==> src/rtl/pps_phase_detect.sv <==
// pps_phase_detect: signed time-interval counter between the GPS 1PPS and
// the local 1PPS, in CLK_SYS cycles. Positive phase_err means the GPS edge
// leads the local edge. Also flags aborted measurements and GPS 1PPS loss.
// Optional feature macro: PHASE_AVG_EN (averages every 4 measurements).
module pps_phase_detect #(
    parameter int CNT_W       = 28,
    parameter int MAX_WIN     = 50_000_000,
    parameter int LOSS_CYC    = 150_000_000,
    parameter int SYNC_STAGES = 2
) (
    input  logic                    CLK_SYS,
    input  logic                    CLK_RST,
    input  logic                    _1PPS_GPS,
    input  logic                    _1PPS_Local,
    output logic signed [CNT_W-1:0] phase_err,
    output logic                    phase_valid,
    output logic                    meas_timeout,
    output logic                    gps_lost
);

    localparam int                LOSS_W      = $clog2(LOSS_CYC + 1);
    localparam logic [CNT_W-1:0]  LP_CNT_LAST = CNT_W'(MAX_WIN - 1);
    localparam logic [CNT_W-1:0]  LP_CNT_ONE  = CNT_W'(1);
    localparam logic [LOSS_W-1:0] LP_LOSS_MAX = LOSS_W'(LOSS_CYC);
    localparam logic [LOSS_W-1:0] LP_LOSS_ONE = LOSS_W'(1);

    // Parameter sanity, evaluated at elaboration
    generate
        if (longint'(MAX_WIN) >= (longint'(1) << (CNT_W - 1))) begin : g_bad_win
            $error("pps_phase_detect: MAX_WIN must be below 2**(CNT_W-1)");
        end
        if (SYNC_STAGES < 2) begin : g_bad_sync
            $error("pps_phase_detect: SYNC_STAGES must be at least 2");
        end
    endgenerate

    typedef enum logic [1:0] {
        ST_IDLE,
        ST_WAIT_LOCAL,
        ST_WAIT_GPS
    } state_t;

    logic [SYNC_STAGES-1:0]  r_gps_sync;
    logic [SYNC_STAGES-1:0]  r_loc_sync;
    logic                    r_gps_prev;
    logic                    r_loc_prev;
    logic                    r_gps_pulse;
    logic                    r_loc_pulse;

    state_t                  r_state;
    logic [CNT_W-1:0]        r_cnt;
    logic [LOSS_W-1:0]       r_loss;

    logic signed [CNT_W-1:0] r_phase_err;
    logic                    r_phase_valid;
    logic                    r_meas_timeout;
    logic                    r_gps_lost;

    logic [CNT_W-1:0]        w_cnt_inc;
    logic [LOSS_W-1:0]       w_loss_inc;
    logic                    w_done;
    logic                    w_tmo;
    logic signed [CNT_W-1:0] w_val;

`ifdef PHASE_AVG_EN
    logic signed [CNT_W+1:0] r_sum;
    logic [1:0]              r_nsamp;
    logic signed [CNT_W+1:0] w_sum_next;

    assign w_sum_next = r_sum + {{2{w_val[CNT_W-1]}}, w_val};
`endif

    assign w_cnt_inc  = r_cnt + LP_CNT_ONE;
    assign w_loss_inc = r_loss + LP_LOSS_ONE;

    // Synchronize both PPS inputs and turn rising edges into one-cycle pulses
    always_ff @(posedge CLK_SYS) begin
        if (!CLK_RST) begin
            r_gps_sync  <= '0;
            r_loc_sync  <= '0;
            r_gps_prev  <= 1'b0;
            r_loc_prev  <= 1'b0;
            r_gps_pulse <= 1'b0;
            r_loc_pulse <= 1'b0;
        end else begin
            r_gps_sync  <= {r_gps_sync[SYNC_STAGES-2:0], _1PPS_GPS};
            r_loc_sync  <= {r_loc_sync[SYNC_STAGES-2:0], _1PPS_Local};
            r_gps_prev  <= r_gps_sync[SYNC_STAGES-1];
            r_loc_prev  <= r_loc_sync[SYNC_STAGES-1];
            r_gps_pulse <= r_gps_sync[SYNC_STAGES-1] & ~r_gps_prev;
            r_loc_pulse <= r_loc_sync[SYNC_STAGES-1] & ~r_loc_prev;
        end
    end

    // Decode measurement completion / abort for the current cycle.
    // The closing edge counts the current cycle, so the result is cnt+1.
    always_comb begin
        w_done = 1'b0;
        w_tmo  = 1'b0;
        w_val  = '0;
        case (r_state)
            ST_IDLE: begin
                if (r_gps_pulse && r_loc_pulse) begin
                    w_done = 1'b1;
                end
            end
            ST_WAIT_LOCAL: begin
                if (r_loc_pulse) begin
                    w_done = 1'b1;
                    w_val  = $signed(w_cnt_inc);
                end else if (r_cnt == LP_CNT_LAST) begin
                    w_tmo = 1'b1;
                end
            end
            ST_WAIT_GPS: begin
                if (r_gps_pulse) begin
                    w_done = 1'b1;
                    w_val  = -$signed(w_cnt_inc);
                end else if (r_cnt == LP_CNT_LAST) begin
                    w_tmo = 1'b1;
                end
            end
            default: ;
        endcase
    end

    // Measurement FSM with registered result/strobe outputs
    always_ff @(posedge CLK_SYS) begin
        if (!CLK_RST) begin
            r_state        <= ST_IDLE;
            r_cnt          <= '0;
            r_phase_err    <= '0;
            r_phase_valid  <= 1'b0;
            r_meas_timeout <= 1'b0;
`ifdef PHASE_AVG_EN
            r_sum          <= '0;
            r_nsamp        <= '0;
`endif
        end else begin
            r_phase_valid  <= 1'b0;
            r_meas_timeout <= w_tmo;

            case (r_state)
                ST_IDLE: begin
                    if (r_gps_pulse && !r_loc_pulse) begin
                        r_state <= ST_WAIT_LOCAL;
                        r_cnt   <= '0;
                    end else if (r_loc_pulse && !r_gps_pulse) begin
                        r_state <= ST_WAIT_GPS;
                        r_cnt   <= '0;
                    end
                end
                // A closing edge wins over a coincident re-opening edge
                ST_WAIT_LOCAL: begin
                    if (w_done || w_tmo) begin
                        r_state <= ST_IDLE;
                        r_cnt   <= '0;
                    end else if (r_gps_pulse) begin
                        r_cnt <= '0;
                    end else begin
                        r_cnt <= w_cnt_inc;
                    end
                end
                ST_WAIT_GPS: begin
                    if (w_done || w_tmo) begin
                        r_state <= ST_IDLE;
                        r_cnt   <= '0;
                    end else if (r_loc_pulse) begin
                        r_cnt <= '0;
                    end else begin
                        r_cnt <= w_cnt_inc;
                    end
                end
                default: begin
                    r_state <= ST_IDLE;
                    r_cnt   <= '0;
                end
            endcase

`ifdef PHASE_AVG_EN
            if (w_tmo || r_gps_lost) begin
                r_sum   <= '0;
                r_nsamp <= '0;
            end else if (w_done) begin
                if (r_nsamp == 2'd3) begin
                    r_phase_err   <= w_sum_next[CNT_W+1:2];
                    r_phase_valid <= 1'b1;
                    r_sum         <= '0;
                    r_nsamp       <= '0;
                end else begin
                    r_sum   <= w_sum_next;
                    r_nsamp <= r_nsamp + 2'd1;
                end
            end
`else
            if (w_done) begin
                r_phase_err   <= w_val;
                r_phase_valid <= 1'b1;
            end
`endif
        end
    end

    // GPS loss watchdog: saturating count of cycles since the last GPS edge
    always_ff @(posedge CLK_SYS) begin
        if (!CLK_RST) begin
            r_loss     <= '0;
            r_gps_lost <= 1'b1;
        end else if (r_gps_pulse) begin
            r_loss     <= '0;
            r_gps_lost <= 1'b0;
        end else begin
            if (r_loss != LP_LOSS_MAX) begin
                r_loss <= w_loss_inc;
            end
            if (w_loss_inc == LP_LOSS_MAX) begin
                r_gps_lost <= 1'b1;
            end
        end
    end

    assign phase_err    = r_phase_err;
    assign phase_valid  = r_phase_valid;
    assign meas_timeout = r_meas_timeout;
    assign gps_lost     = r_gps_lost;

endmodule

==> config.mk <==
export PLATFORM = sky130hd
export DESIGN_NAME = pps_phase_detect
export DESIGN_NICKNAME = d
export VERILOG_FILES = /design/src/rtl/pps_phase_detect.sv
export SDC_FILE = /design/constraint.sdc
export NUM_CORES = 1
export LEC_CHECK = 0
export CAP_MARGIN = 20
export CORE_ASPECT_RATIO = 0.75
export CORE_MARGIN = 8
export CORE_UTILIZATION = 25
export DETAILED_ROUTE_END_ITERATION = 8
export PLACE_DENSITY = 0.37
export REMOVE_ABC_BUFFERS = 1
export SLEW_MARGIN = 0
export SYNTH_ARGS = -nofsm -noshare
export SYNTH_HDL_FRONTEND = slang
export SYNTH_SLANG_ARGS = --single-unit
export TNS_END_PERCENT = 5
==> constraint.sdc <==
create_clock -name CLK_SYS -period 4.25 [get_ports CLK_SYS]
set_input_delay 0.425 -clock CLK_SYS [delete_from_list [all_inputs] [get_ports CLK_SYS]]
set_output_delay 0.425 -clock CLK_SYS [all_outputs]
set_load 0.05 [all_outputs]
Word-level counts from Yosys, hierarchy flattened
Index checks and enable logic that the tools add are counted.

Bits in registers: 97.

Reduce and logical (&&, ||, !) cells: 11. Add/sub/neg operators: 3. Mux-type cells: 25. Equality and inequality tests: 7. Bitwise logic cells: 5.

Operators by type and width (count): $mux 28 (8); $pmux 28 s3 (1); $add 28x1->28 const B (2); $pmux 28 s2 (1); $eq 28x26->1 const B (1); $eq 28x28->1 const B (1); $ne 28x28->1 const B (1); $neg 28->28 (1); $mux 1 (9); $mux 2 (3); $pmux 2 s2 (1); $reduce_or 2->1 (2); $logic_and 1x1->1 (3); $ne 3x3->1 const B (1); $not 1->1 (3); $pmux 1 s3 (1); $and 1x1->1 (2); $eq 2x1->1 const B (1); $eq 2x2->1 const B (1); $logic_not 1->1 (2); $logic_not 2->1 (1); $ne 2x1->1 const B (1); $pmux 1 s2 (1); $reduce_and 2->1 (1); 2 further kinds (2).

Depth between registers and ports, before layout
Depth in word-level cells: 7. Depth in mapped cells: 12. Depth with buffers taken out: 10.

Least setup slack after synthesis
No wires, ideal clock.

Kind: reg2reg. Start: register r_cnt[1]. End: register r_phase_err[17] (netlist: phase_err[17]). Buffers on the path: 1. Arrival time: 2567 ps. Path slack: 1556 ps. Library setup time: 128 ps. Cell stages (with the launch flop): 11. Cells stage by stage: dfxtp_1 > ha_1 > clkbuf_1 > xor2_1 > or4_4 > a221oi_4 > and2_4 > nand4_1 > xor2_1 > a222oi_1 > nor2_1.

Longest elaborated chain between the ends: 4. Elaborated cells on any way between the ends: 5. Those cells by class: add/sub (2); mux (3).

Ends and longest elaborated chain: from (decl) (RTL line 51) `logic [CNT_W-1:0] r_cnt;`; from (signal assigned) (RTL line 161) `r_cnt <= w_cnt_inc;`; from (signal assigned) (RTL line 171) `r_cnt <= w_cnt_inc;`; $add 28x1->28 (*) (RTL line 73) `assign w_cnt_inc = r_cnt + LP_CNT_ONE;`; $neg 28->28 (RTL line 118) `w_val = -$signed(w_cnt_inc);`; $mux 28 (RTL line 116) `if (r_gps_pulse) begin`; $pmux 28 s2 (*) (RTL line 101) `case (r_state)`; to (signal assigned) (RTL line 197) `r_phase_err <= w_val;`; to (decl) (RTL line 54) `logic signed [CNT_W-1:0] r_phase_err;`.

Every way passes the cells marked *; elsewhere a longest branch is shown, timed or not. A chain may end at the register's enable or synchronous reset.

Worst setup path after layout
Start: register r_cnt[0]. End: register r_cnt[22].

Longest elaborated chain between the ends: 7. Elaborated cells on any way between the ends: 12. Those cells by class: add/sub (1); eq/ne (1); mux (9); reduce/logical (1).

Ends and longest elaborated chain: branches (longest 6 deep; another with $add 28x1->28); $pmux 28 s3 (*) (RTL line 143) `case (r_state)`.

Mark *: on every way between the ends.

==> metrics.csv <==
metric,value,unit
antenna violations before repair,0,
chip width,195,um
Register-to-Register Setup Slack,630,ps
Sink Count,97,
Slew @ Worst Pin,1060,ps
Setup Skew,17.6,ps
CTS tree,built,
Avg Inst Size Synth,7.98,um^2
post-route ant nets,0,
"area leader, netlist",dfxtp_1,
First-pass DRT Iterations,5,
Mapped Area,0.00601,mm^2
Yosys cell types,80,
Min-Delay Path Class,reg2reg,
routed wire length,19600,um
wire length per cell,18.3,um
Synth area leaders,"dfxtp_1 (32%), nor2_1 (7.2%), xnor2_1 (5.8%), xor2_1 (4.2%), nand2_1 (3.8%)",
area post-placement,0.00658,mm^2
Crit path largest cell delay,690,ps
slew margin rel.,29.1,%
vias,5554,
worst-path fanout max,19,
peak supply drop,0.000180,V
layout cell share with drive strength beyond 1,7.68,%
Fin Setup TNS,0,ps
"CP delay by family, top",simple AND/OR/NAND/NOR gates,
critical path class,reg2reg,
Die Area,0.0293,mm^2
Ys Warns,0,
CP required,4480,ps
crit path buf inv count,1,
crit-path cells,ha_1 > and3_1 > nand2_1 > nor4_1 > nor2_1 > nand3_1 > buf_4 > o21ai_0 > a21oi_1 > nor2_1,
Nets,777,
GR Util All Layers,13.4,%
CTS Buf Count,9,
share of flip-flops with an asynchronous set or reset,0,%
Post-synth top flop,dfxtp_1,
clock-pin slew on the worst setup and hold paths,80,ps
share of the synthesized area in the top cell type,32.3,%
Peak Freq,0.276,GHz
Post-synth EDFFs,0,
critical path endpoint category,flip-flop,
most common cell in the netlist,nor2_1,
RSZ-0062 raised after global routing,no,
Synth Instances,754,
Initial Util,25.3,%
Post-CTS Hold Fix Bufs,0,
part of the cycle the worst path needs,85.1,%
clk_lat worst skew,360,ps
crit path time final,3620,ps
core box area,0.0238,mm^2
"Slowest-stage cell, CP",nand3_1,
Final Max Tran Viols,0,
clock buffer depth,2,
global-route wire length before repair,30800,um
Leakage,2.29,nW
port bufs,34,
CP most frequent cell,nor2_1,
Worst Path Arrival,3850,ps
CP Launch Type,flip-flop,
Tot Pwr,1.90,mW
I/O pins,35,
area delta synth->final,14.1,%
worst hold margin,390,ps
pre-CTS setup slack,670,ps
die height,150,um
"Setup Fix Bufs, Post-CTS",0,
Power Density,277,mW/mm^2
largest net degree at the start of global routing,32,
final setup fails,0,
Synth top cells by count,"nor2_1 (115), dfxtp_1 (97), nand2_1 (61), a21oi_1 (43), nand3_1 (43)",
post-DR vias/cell,5.17,
total grt overflow,0,
DP Wirelength,14300,um
Clock Root Buffer,clkbuf_16,
gpl congestion,0.828,
Hold Fails Final Rpt,0,
post-cts sizing count,0,
number of diodes,0,
max-cap violation count,0,
worst setup margin,631,ps
CTS H-tree lvls,3,
DRC,0,
Rows,49,
post-synthesis register bit count,97,
initial drt markers,350,
sequential area share after synthesis,32.3,%
vias in the first global route,5190,
Finished Cell Area,0.00686,mm^2
status,finished clean,
layout make-up:
type	count	area, um^2
clock buffer	10	229
clock inverter	6	56.3
fill	2563	16900
inverter	14	52.6
multi-input combinational	598	3790
sequential	97	1940
tap	306	383
timing repair buffer	43	408
report_power, final:
| group | switching [mW] | leakage, nW | total (mW) | internal (mW) |
|---|---|---|---|---|
| Clock | 0.408 | 0.138 | 0.821 | 0.413 |
| Combinational | 0.112 | 1.37 | 0.152 | 0.0401 |
| Sequential | 0.00875 | 0.783 | 0.926 | 0.917 |
final timing paths:
path,endpoint,cells past startpoint,start
hold reg to reg,r_gps_pulse,1,r_gps_prev
setup reg to reg,r_cnt[22],10,r_cnt[0]
setup / recovery,r_cnt[22],10,r_cnt[0]
hold / removal,r_gps_pulse,1,r_gps_prev
cells in the final DEF, fill, tap and decap left out, types with 4 or more instances in the layout:
master / instances
dfxtp_1: 97
or3_1: 10
nand3_1: 43
a22oi_1: 15
inv_1: 13
nor3_1: 29
and4_1: 7
nor4_2: 4
and3_1: 9
clkdlybuf4s50_1: 34
buf_4: 9
nor2b_1: 7
o21ai_0: 23
o22ai_1: 12
nor2_1: 115
o31ai_1: 5
ha_1: 10
nor4_1: 11
xnor2_1: 40
a31oi_1: 6
and2_1: 16
o211ai_1: 5
nand2_1: 61
xor2_1: 29
o2111ai_1: 5
nand4_1: 9
clkbuf_16: 9
nand2b_1: 5
a21oi_1: 43
nor3_2: 4
nand4_4: 4
layer usage:
layer / GRT usage (%) / part of all wire, %
met1: 20.6 / 55
met2: 18.2 / 39
met3: 2.57 / 4.5
met4: 3.67 / 1.4
met5: 0 / 0
registers in the layout (all words and copies together) (netlist names), 2 cells and up:
| signal | flops |
|---|---|
| r_loss | 28 |
| r_loc_sync | 2 |
| r_gps_sync | 2 |
| r_cnt | 28 |
| phase_err | 28 |
| r_state | 2 |
through the flow:
stage	instances	utilization, %
2_1_floorplan	709	-
3_3_place_gp	1058	27.6
3_5_place_dp	1058	27.6
4_1_cts	1074	28.8
5_1_grt	1074	28.8
6_report	1074	28.8
kinds of logic after synthesis:
family | Yosys count | synth area share [%]
buf+inv | 59 | 4.70
fa+ha+maj | 10 | 2.08
mux | 3 | 0.499
simple gates | 363 | 33.0
compound gates | 152 | 17.1
xor+xnor | 70 | 10.3
flops | 97 | 32.3
Power figures use the tool's default switching activity.
